$ cat src/rtl/cpu_axi_pkg.sv
// Shared AXI3 constants, transfer-size encodings and the write-bridge
// state encoding used by the store-to-AXI write path.
package cpu_axi_pkg;

  // AXI3 burst / response encodings
  localparam logic [1:0] AXI_BURST_INCR  = 2'b01;
  localparam logic [1:0] AXI_RESP_OKAY   = 2'b00;
  localparam logic [1:0] AXI_RESP_SLVERR = 2'b10;
  localparam logic [1:0] AXI_RESP_DECERR = 2'b11;

  // AXI transfer size encodings (log2 of bytes per beat)
  localparam logic [2:0] SIZE_BYTE = 3'd0;
  localparam logic [2:0] SIZE_HALF = 3'd1;
  localparam logic [2:0] SIZE_WORD = 3'd2;

  // Bridge state encoding
  localparam logic [1:0] ST_IDLE   = 2'd0;
  localparam logic [1:0] ST_SEND   = 2'd1;
  localparam logic [1:0] ST_WAIT_B = 2'd2;
  localparam logic [1:0] ST_LOCAL  = 2'd3;

  typedef enum logic [1:0] {
    S_IDLE   = ST_IDLE,
    S_SEND   = ST_SEND,
    S_WAIT_B = ST_WAIT_B,
    S_LOCAL  = ST_LOCAL
  } bridge_state_e;

  // Any response other than OKAY is reported as a bus error.
  function automatic logic resp_is_error(input logic [1:0] resp);
    return (resp != AXI_RESP_OKAY);
  endfunction

endpackage

$ cat src/rtl/axi_wstrb_size_decode.sv
// Maps a store's byte enables and byte address onto the AXI transfer size
// and the size-aligned address presented on AW. Purely combinational.
module axi_wstrb_size_decode
  import cpu_axi_pkg::*;
(
  input  logic [3:0]  wen,
  input  logic [31:0] addr,
  output logic [2:0]  size,
  output logic [31:0] aligned_addr
);

  // Single-byte and aligned halfword enables map to narrow transfers;
  // every other pattern (including sparse ones) goes out as a full word.
  always_comb begin
    size         = SIZE_WORD;
    aligned_addr = {addr[31:2], 2'b00};
    case (wen)
      4'b0001, 4'b0010, 4'b0100, 4'b1000: begin
        size         = SIZE_BYTE;
        aligned_addr = addr;
      end
      4'b0011, 4'b1100: begin
        size         = SIZE_HALF;
        aligned_addr = {addr[31:1], 1'b0};
      end
      default: begin
        size         = SIZE_WORD;
        aligned_addr = {addr[31:2], 2'b00};
      end
    endcase
  end

endmodule

$ cat src/rtl/store_axi_write_bridge.sv
// Store-buffer to AXI3 write bridge. Takes one store per handshake, issues
// it as a single-beat write with independent AW/W handshakes, waits for the
// B response and pulses done so the store buffer can advance. Stores with
// no byte enabled complete locally without touching the bus.
module store_axi_write_bridge
  import cpu_axi_pkg::*;
#(
  parameter int              ID_W   = 4,
  parameter logic [ID_W-1:0] AXI_ID = 4'd1
) (
  input  logic            clk,
  input  logic            reset,
  // store buffer side
  input  logic            req_valid,
  output logic            req_ready,
  input  logic [3:0]      req_wen,
  input  logic [31:0]     req_addr,
  input  logic [31:0]     req_wdata,
  output logic            done,
  output logic            idle,
  output logic            bus_error,
  input  logic            err_clear,
  // AXI3 write address channel
  output logic [ID_W-1:0] awid,
  output logic [31:0]     awaddr,
  output logic [3:0]      awlen,
  output logic [2:0]      awsize,
  output logic [1:0]      awburst,
  output logic [1:0]      awlock,
  output logic [3:0]      awcache,
  output logic [2:0]      awprot,
  output logic            awvalid,
  input  logic            awready,
  // AXI3 write data channel
  output logic [ID_W-1:0] wid,
  output logic [31:0]     wdata,
  output logic [3:0]      wstrb,
  output logic            wlast,
  output logic            wvalid,
  input  logic            wready,
  // AXI3 write response channel
  input  logic [ID_W-1:0] bid,
  input  logic [1:0]      bresp,
  input  logic            bvalid,
  output logic            bready
);

  bridge_state_e state_r, state_nxt_s;

  logic        aw_pend_r, aw_pend_nxt_s;
  logic        w_pend_r,  w_pend_nxt_s;
  logic        accept_s;
  logic        done_s;
  logic        set_err_s;
  logic        bus_error_r;

  logic [3:0]  wen_r;
  logic [31:0] addr_r;
  logic [2:0]  size_r;
  logic [31:0] wdata_r;

  logic [2:0]  dec_size_s;
  logic [31:0] dec_addr_s;

  // Only one write is ever outstanding, so the response ID carries no
  // information the bridge needs.
  logic        unused_bid_s;
  assign unused_bid_s = ^bid;

  axi_wstrb_size_decode u_decode (
    .wen          (req_wen),
    .addr         (req_addr),
    .size         (dec_size_s),
    .aligned_addr (dec_addr_s)
  );

  // Next-state, pending-flag and completion logic
  always_comb begin
    state_nxt_s   = state_r;
    aw_pend_nxt_s = aw_pend_r;
    w_pend_nxt_s  = w_pend_r;
    accept_s      = 1'b0;
    done_s        = 1'b0;
    set_err_s     = 1'b0;
    case (state_r)
      S_IDLE: begin
        if (req_valid) begin
          if (req_wen != 4'b0000) begin
            accept_s      = 1'b1;
            aw_pend_nxt_s = 1'b1;
            w_pend_nxt_s  = 1'b1;
            state_nxt_s   = S_SEND;
          end else begin
            state_nxt_s   = S_LOCAL;
          end
        end else begin
          state_nxt_s = S_IDLE;
        end
      end
      S_SEND: begin
        if (aw_pend_r && awready) begin
          aw_pend_nxt_s = 1'b0;
        end else begin
          aw_pend_nxt_s = aw_pend_r;
        end
        if (w_pend_r && wready) begin
          w_pend_nxt_s = 1'b0;
        end else begin
          w_pend_nxt_s = w_pend_r;
        end
        // Leave as soon as both channels have handshaken, whichever was last.
        if (!aw_pend_nxt_s && !w_pend_nxt_s) begin
          state_nxt_s = S_WAIT_B;
        end else begin
          state_nxt_s = S_SEND;
        end
      end
      S_WAIT_B: begin
        if (bvalid) begin
          done_s      = 1'b1;
          set_err_s   = resp_is_error(bresp);
          state_nxt_s = S_IDLE;
        end else begin
          state_nxt_s = S_WAIT_B;
        end
      end
      S_LOCAL: begin
        done_s      = 1'b1;
        state_nxt_s = S_IDLE;
      end
      default: begin
        aw_pend_nxt_s = 1'b0;
        w_pend_nxt_s  = 1'b0;
        state_nxt_s   = S_IDLE;
      end
    endcase
  end

  // State, pending flags and the captured store; reset drops any in-flight store
  always_ff @(posedge clk) begin
    if (reset) begin
      state_r   <= S_IDLE;
      aw_pend_r <= 1'b0;
      w_pend_r  <= 1'b0;
      wen_r     <= 4'b0000;
      addr_r    <= 32'h0000_0000;
      size_r    <= 3'd0;
      wdata_r   <= 32'h0000_0000;
    end else begin
      state_r   <= state_nxt_s;
      aw_pend_r <= aw_pend_nxt_s;
      w_pend_r  <= w_pend_nxt_s;
      if (accept_s) begin
        wen_r   <= req_wen;
        addr_r  <= dec_addr_s;
        size_r  <= dec_size_s;
        wdata_r <= req_wdata;
      end
    end
  end

  // Sticky bus error: a new error response wins over a same-cycle clear
  always_ff @(posedge clk) begin
    if (reset) begin
      bus_error_r <= 1'b0;
    end else if (set_err_s) begin
      bus_error_r <= 1'b1;
    end else if (err_clear) begin
      bus_error_r <= 1'b0;
    end
  end

  assign req_ready = (state_r == S_IDLE);
  assign idle      = (state_r == S_IDLE);
  assign done      = done_s;
  assign bus_error = bus_error_r;

  assign awid      = AXI_ID;
  assign awaddr    = addr_r;
  assign awlen     = 4'd0;
  assign awsize    = size_r;
  assign awburst   = AXI_BURST_INCR;
  assign awlock    = 2'b00;
  assign awcache   = 4'b0000;
  assign awprot    = 3'b000;
  assign awvalid   = (state_r == S_SEND) && aw_pend_r;

  assign wid       = AXI_ID;
  assign wdata     = wdata_r;
  assign wstrb     = wen_r;
  assign wlast     = 1'b1;
  assign wvalid    = (state_r == S_SEND) && w_pend_r;

  assign bready    = (state_r == S_WAIT_B);

endmodule
$ cat config.mk
export PLATFORM = sky130hd
export DESIGN_NAME = store_axi_write_bridge
export DESIGN_NICKNAME = d
export VERILOG_FILES = /design/src/rtl/cpu_axi_pkg.sv /design/src/rtl/axi_wstrb_size_decode.sv /design/src/rtl/store_axi_write_bridge.sv
export SDC_FILE = /design/constraint.sdc
export NUM_CORES = 1
export LEC_CHECK = 0
export BUFFER_PORTS_ARGS = -buffer_cell sky130_fd_sc_hd__buf_2
export CAP_MARGIN = 30
export CELL_PAD_IN_SITES_DETAIL_PLACEMENT = 2
export CELL_PAD_IN_SITES_GLOBAL_PLACEMENT = 2
export CORE_ASPECT_RATIO = 1.4
export CORE_MARGIN = 2
export CORE_UTILIZATION = 23
export DETAILED_ROUTE_END_ITERATION = 8
export GPL_ROUTABILITY_DRIVEN = 0
export PLACE_DENSITY = 0.79
export SYNTH_ARGS = -nofsm -noshare
export SYNTH_HDL_FRONTEND = slang
export SYNTH_SLANG_ARGS = --single-unit
$ cat constraint.sdc
create_clock -name clk -period 2.3 [get_ports clk]
set_input_delay 0.46 -clock clk [delete_from_list [all_inputs] [get_ports clk]]
set_output_delay 0.46 -clock clk [all_outputs]
set_load 0.1 [all_outputs]
==> impl_table.tex <==
\begin{tabular}{lr}
\hline
Metric & Value \\
\hline
\multicolumn{2}{l}{\textbf{STA}} \\
\quad Slew at the pin closest to its max-slew limit & 517 ps \\
\quad Number of max-slew violations in the final report & 0 \\
\quad Ratio of final minimum period to clock period & between 90\% and 100\% \\
\quad Min Hold Slack & 375 ps \\
\quad Final worst path period need & 2170 ps \\
\quad Number of failing setup endpoints in the final timing report & 0 \\
\quad Clock tree skew after final layout & 6.13 ps \\
\quad Max Clk Rate & 460 MHz \\
\quad Final Worst Setup Slack & approximately 130 ps \\
\quad Unrepaired setup endpoints after global routing & no \\
\quad Number of hold violations in the final report & 0 \\
\quad Slew HR & 65.8\% \\
\quad Final total negative setup slack & 0 ps \\
\multicolumn{2}{l}{\textbf{Placement}} \\
\quad Pre-CTS WS & 268 ps \\
\quad Dpl cells & approximately 690 \\
\quad Count of buffers inserted at the top-level ports & between 150 and 200 \\
\quad Hpwl dp & 7990 µm \\
\multicolumn{2}{l}{\textbf{Global route}} \\
\quad Vias in the first global route & around 3500 \\
\quad Maximum number of pins on one net before global-route repair & 73 \\
\quad Antenna violations before repair & 0 \\
\quad Wire length of the first global-routing pass & 18000 µm \\
\quad Combined global-route utilization of all metal layers & 15.8\% \\
\quad Global route total overflow & 0 \\
\multicolumn{2}{l}{\textbf{Power and ir drop}} \\
\quad Worst IR drop on VDD & 308 µV \\
\quad Total power per unit cell area & 977 nW/µm² \\
\quad Leakage power total & 1.90 nW \\
\multicolumn{2}{l}{\textbf{Synthesis}} \\
\quad Synth Area in Simple Gates & 15.1\% \\
\quad Main combinational cell family by area after synthesis & compound AO/OA/AOI/OAI gates \\
\quad Mean Syn Cell Area & 8.21 µm² \\
\quad Xor/xnor cell area share of the yosys netlist & less than 1\% \\
\quad Number of flops mapped to enable cells by yosys & 0 \\
\quad Sequential area share after synthesis & approximately 47\% \\
\quad Main flop type after synthesis & sky130\_fd\_sc\_hd\_\_dfxtp\_1 \\
\quad Number of register bits inferred by synthesis & 75 \\
\quad Netlist area before placement & 3180 µm² \\
\quad Share of synthesized area spent on multiplexers & 0\% \\
\quad Synth unique cells & 37 \\
\quad Post-synthesis share of cell area spent on full adders, half adders and majority gates & 0\% \\
\quad Post-synthesis instance total & 387 \\
\quad Yosys warnings & 0 \\
\quad Share of the synthesized area in compound gates (AO/OA/AOI/OAI) & between 20 and 30\% \\
\quad Fraction of synthesis flops using an asynchronous set or reset pin & 0\% \\
\multicolumn{2}{l}{\textbf{Die}} \\
\quad Site row count & 50 \\
\quad Die Area & 14800 µm² \\
\quad Boundary Pins & 183 \\
\quad Initial cell density of the core & a little under a quarter \\
\quad Die Span Y & 143 µm \\
\quad Placeable Area & 13500 µm² \\
\quad Width of the die & 103 µm \\
\multicolumn{2}{l}{\textbf{Clock network}} \\
\quad Number of hold-repair buffers added at the cts stage & 0 \\
\quad Clock Path Buffers & 2 \\
\quad Total clock sinks & 75 \\
\quad Clock root buffer & sky130\_fd\_sc\_hd\_\_clkbuf\_16 \\
\quad H-tree depth reported by CTS & 3 \\
\quad CTS buffer count & 9 \\
\quad Buffers inserted during post-CTS setup optimization & 0 \\
\quad Clock latency on the worst-skew pair & around 330 ps \\
\quad Worst-path clk slew & 60 ps \\
\quad TritonCTS clock tree & yes \\
\quad Count of instances resized after the clock tree is built & 0 \\
\multicolumn{2}{l}{\textbf{Min path}} \\
\quad Hold endpoint & wdata[11] \\
\quad Hold Path Stages & 3 \\
\quad Worst hold path type & input port to flip-flop \\
\quad Hold path startpoint & req\_wdata[11] \\
\multicolumn{2}{l}{\textbf{Critical path}} \\
\quad Register-to-register path setup slack & about 700 ps \\
\quad R2r worst-path depth & 4 \\
\quad Arrival time of data at the critical path endpoint & about 1700 ps \\
\quad Critical path capture point type & output port \\
\quad Data required time of the worst path & 1840 ps \\
\quad Startpoint type of the worst setup path & flip-flop \\
\quad Kind of critical path & flip-flop to output port \\
\quad Reg-to-reg endpoint & awsize[1] \\
\quad Beginning of the worst register-to-register path & state\_r[0] \\
\quad Maximum net fanout on the critical path & 6 \\
\multicolumn{2}{l}{\textbf{Final layout}} \\
\quad Filler Cell Count & 1601 \\
\quad Fraction of layout cells with a size suffix above 1 & 36.0\% \\
\quad \# diodes & 0 \\
\quad Layout Nets & 598 \\
\quad Final std cells w/o fill & approximately 700 \\
\quad Layout area overhead & 35.0\% \\
\multicolumn{2}{l}{\textbf{Routing}} \\
\quad Sum of routed wire length over all layers & 11200 µm \\
\quad Violation count after the first detailed-routing iteration & 102 \\
\quad Via density & 4.73 \\
\quad Final routed wire length divided by cell count & between 15 and 20 µm \\
\quad Via count of the routed design & 3333 \\
\quad ANT nets after route & 0 \\
\quad Residual DRC count & 0 \\
\quad Number of detailed-route iterations in the first pass & 4 \\
\multicolumn{2}{l}{\textbf{Run}} \\
\quad Number of max-cap violations & 0 \\
\multicolumn{2}{l}{\textbf{Status}} \\
\quad Status & complete, no violations \\
\hline
\end{tabular}
-- Yosys cell counts (2+ instances only) --
library cell / count / share of area [%]
sky130_fd_sc_hd__a21bo_2: 2 / 0.63
sky130_fd_sc_hd__a21oi_1: 74 / 12
sky130_fd_sc_hd__and2_1: 2 / 0.39
sky130_fd_sc_hd__buf_1: 7 / 0.83
sky130_fd_sc_hd__buf_2: 5 / 0.79
sky130_fd_sc_hd__buf_4: 26 / 6.1
sky130_fd_sc_hd__buf_6: 2 / 0.71
sky130_fd_sc_hd__clkbuf_1: 26 / 3.1
sky130_fd_sc_hd__conb_1: 2 / 0.24
sky130_fd_sc_hd__dfxtp_1: 75 / 47
sky130_fd_sc_hd__nand2_1: 5 / 0.59
sky130_fd_sc_hd__nand3_1: 62 / 9.8
sky130_fd_sc_hd__nor2_1: 2 / 0.24
sky130_fd_sc_hd__nor2b_1: 5 / 0.99
sky130_fd_sc_hd__nor4b_1: 2 / 0.55
sky130_fd_sc_hd__o21ai_0: 69 / 11
-- logic make-up (layout without fill, tap and decap cells) --
| logic type | Yosys count | count (layout) |
|---|---|---|
| other | 2 | 25 |
| AOI/OAI and AO/OA | 153 | 153 |
| DFF | 75 | 75 |
| and+or+nand+nor | 88 | 88 |
| buffers and inverters | 68 | 180 |
| xor gates and xnor gates | 1 | 1 |
-- cells in the final DEF, fill, tap and decap left out, types with 2 or more instances in the layout --
| cell type | count |
|---|---|
| sky130_fd_sc_hd__a21bo_2 | 2 |
| sky130_fd_sc_hd__a21oi_1 | 74 |
| sky130_fd_sc_hd__and2_1 | 2 |
| sky130_fd_sc_hd__buf_2 | 153 |
| sky130_fd_sc_hd__buf_4 | 9 |
| sky130_fd_sc_hd__clkbuf_16 | 9 |
| sky130_fd_sc_hd__clkinv_2 | 3 |
| sky130_fd_sc_hd__conb_1 | 25 |
| sky130_fd_sc_hd__dfxtp_1 | 75 |
| sky130_fd_sc_hd__nand2_1 | 5 |
| sky130_fd_sc_hd__nand3_1 | 62 |
| sky130_fd_sc_hd__nor2b_1 | 4 |
| sky130_fd_sc_hd__nor4b_1 | 2 |
| sky130_fd_sc_hd__o21ai_0 | 69 |
| sky130_fd_sc_hd__or3b_2 | 2 |
-- registers in the layout (all words and copies together) (netlist names) --
register   cells
w_pend_r       1
state_r        2
awaddr        32
wstrb          4
wdata         32
awsize         2
bus_error      1
aw_pend_r      1
-- cell type report --
type / count / area, µm² / area share, %
Timing Repair Buffer: 163 / 853 / 19.9
Multi-Input combinational cell: 267 / 1410 / 32.8
Inverter: 1 / 3.75 / 0.0876
Tap cell: 182 / 228 / 5.31
Clock inverter: 5 / 52.6 / 1.23
Sequential cell: 75 / 1500 / 35.0
Clock buffer: 11 / 243 / 5.66
-- critical path, stage by stage (launching register included) --
cell	delay (ps)
sky130_fd_sc_hd__dfxtp_1	440
sky130_fd_sc_hd__nor2b_1	340
sky130_fd_sc_hd__and2_1	170
sky130_fd_sc_hd__buf_2	430
-- through the flow --
stage | power (W) | area (µm²) | utilization [%]
floorplan | 0.00260 | 3270 | -
global placement | 0.00279 | 3990 | 29.7
detailed placement | 0.00282 | 3990 | 29.7
CTS | 0.00426 | 4290 | 31.9
global route | 0.00438 | 4290 | 31.9
finish | 0.00419 | 4290 | 31.9
-- where the power goes --
group | internal (W) | leakage [nW] | switching (W) | total (W)
sequential | 0.00139 | 0.616 | 0.0000453 | 0.00144
combinational | 0.000213 | 1.14 | 0.00113 | 0.00134
clock | 0.000864 | 0.145 | 0.000544 | 0.00141
total | 0.00247 | 1.90 | 0.00172 | 0.00419
-- worst max path at each step --
stage	from	endpoint	slack (ps)	cells after the start
finish	state_r[0]	wvalid	130	3
CTS	state_r[0]	awvalid	100	3
detailed placement	req_wen[0]	awsize[0]	270	5
global placement	req_wen[0]	awsize[0]	300	5
global route	state_r[0]	awvalid	20	3
floorplan	state_r[0]	req_ready	230	2
-- metal layers --
layer	routed length, µm	global-route usage, %	share of wire [%]
met5	0	0	0
met3	661	3.43	5.9
met1	4440	17.4	40
met2	5910	28.7	53
met4	201	6.30	1.8
Power figures use the tool's default switching activity.
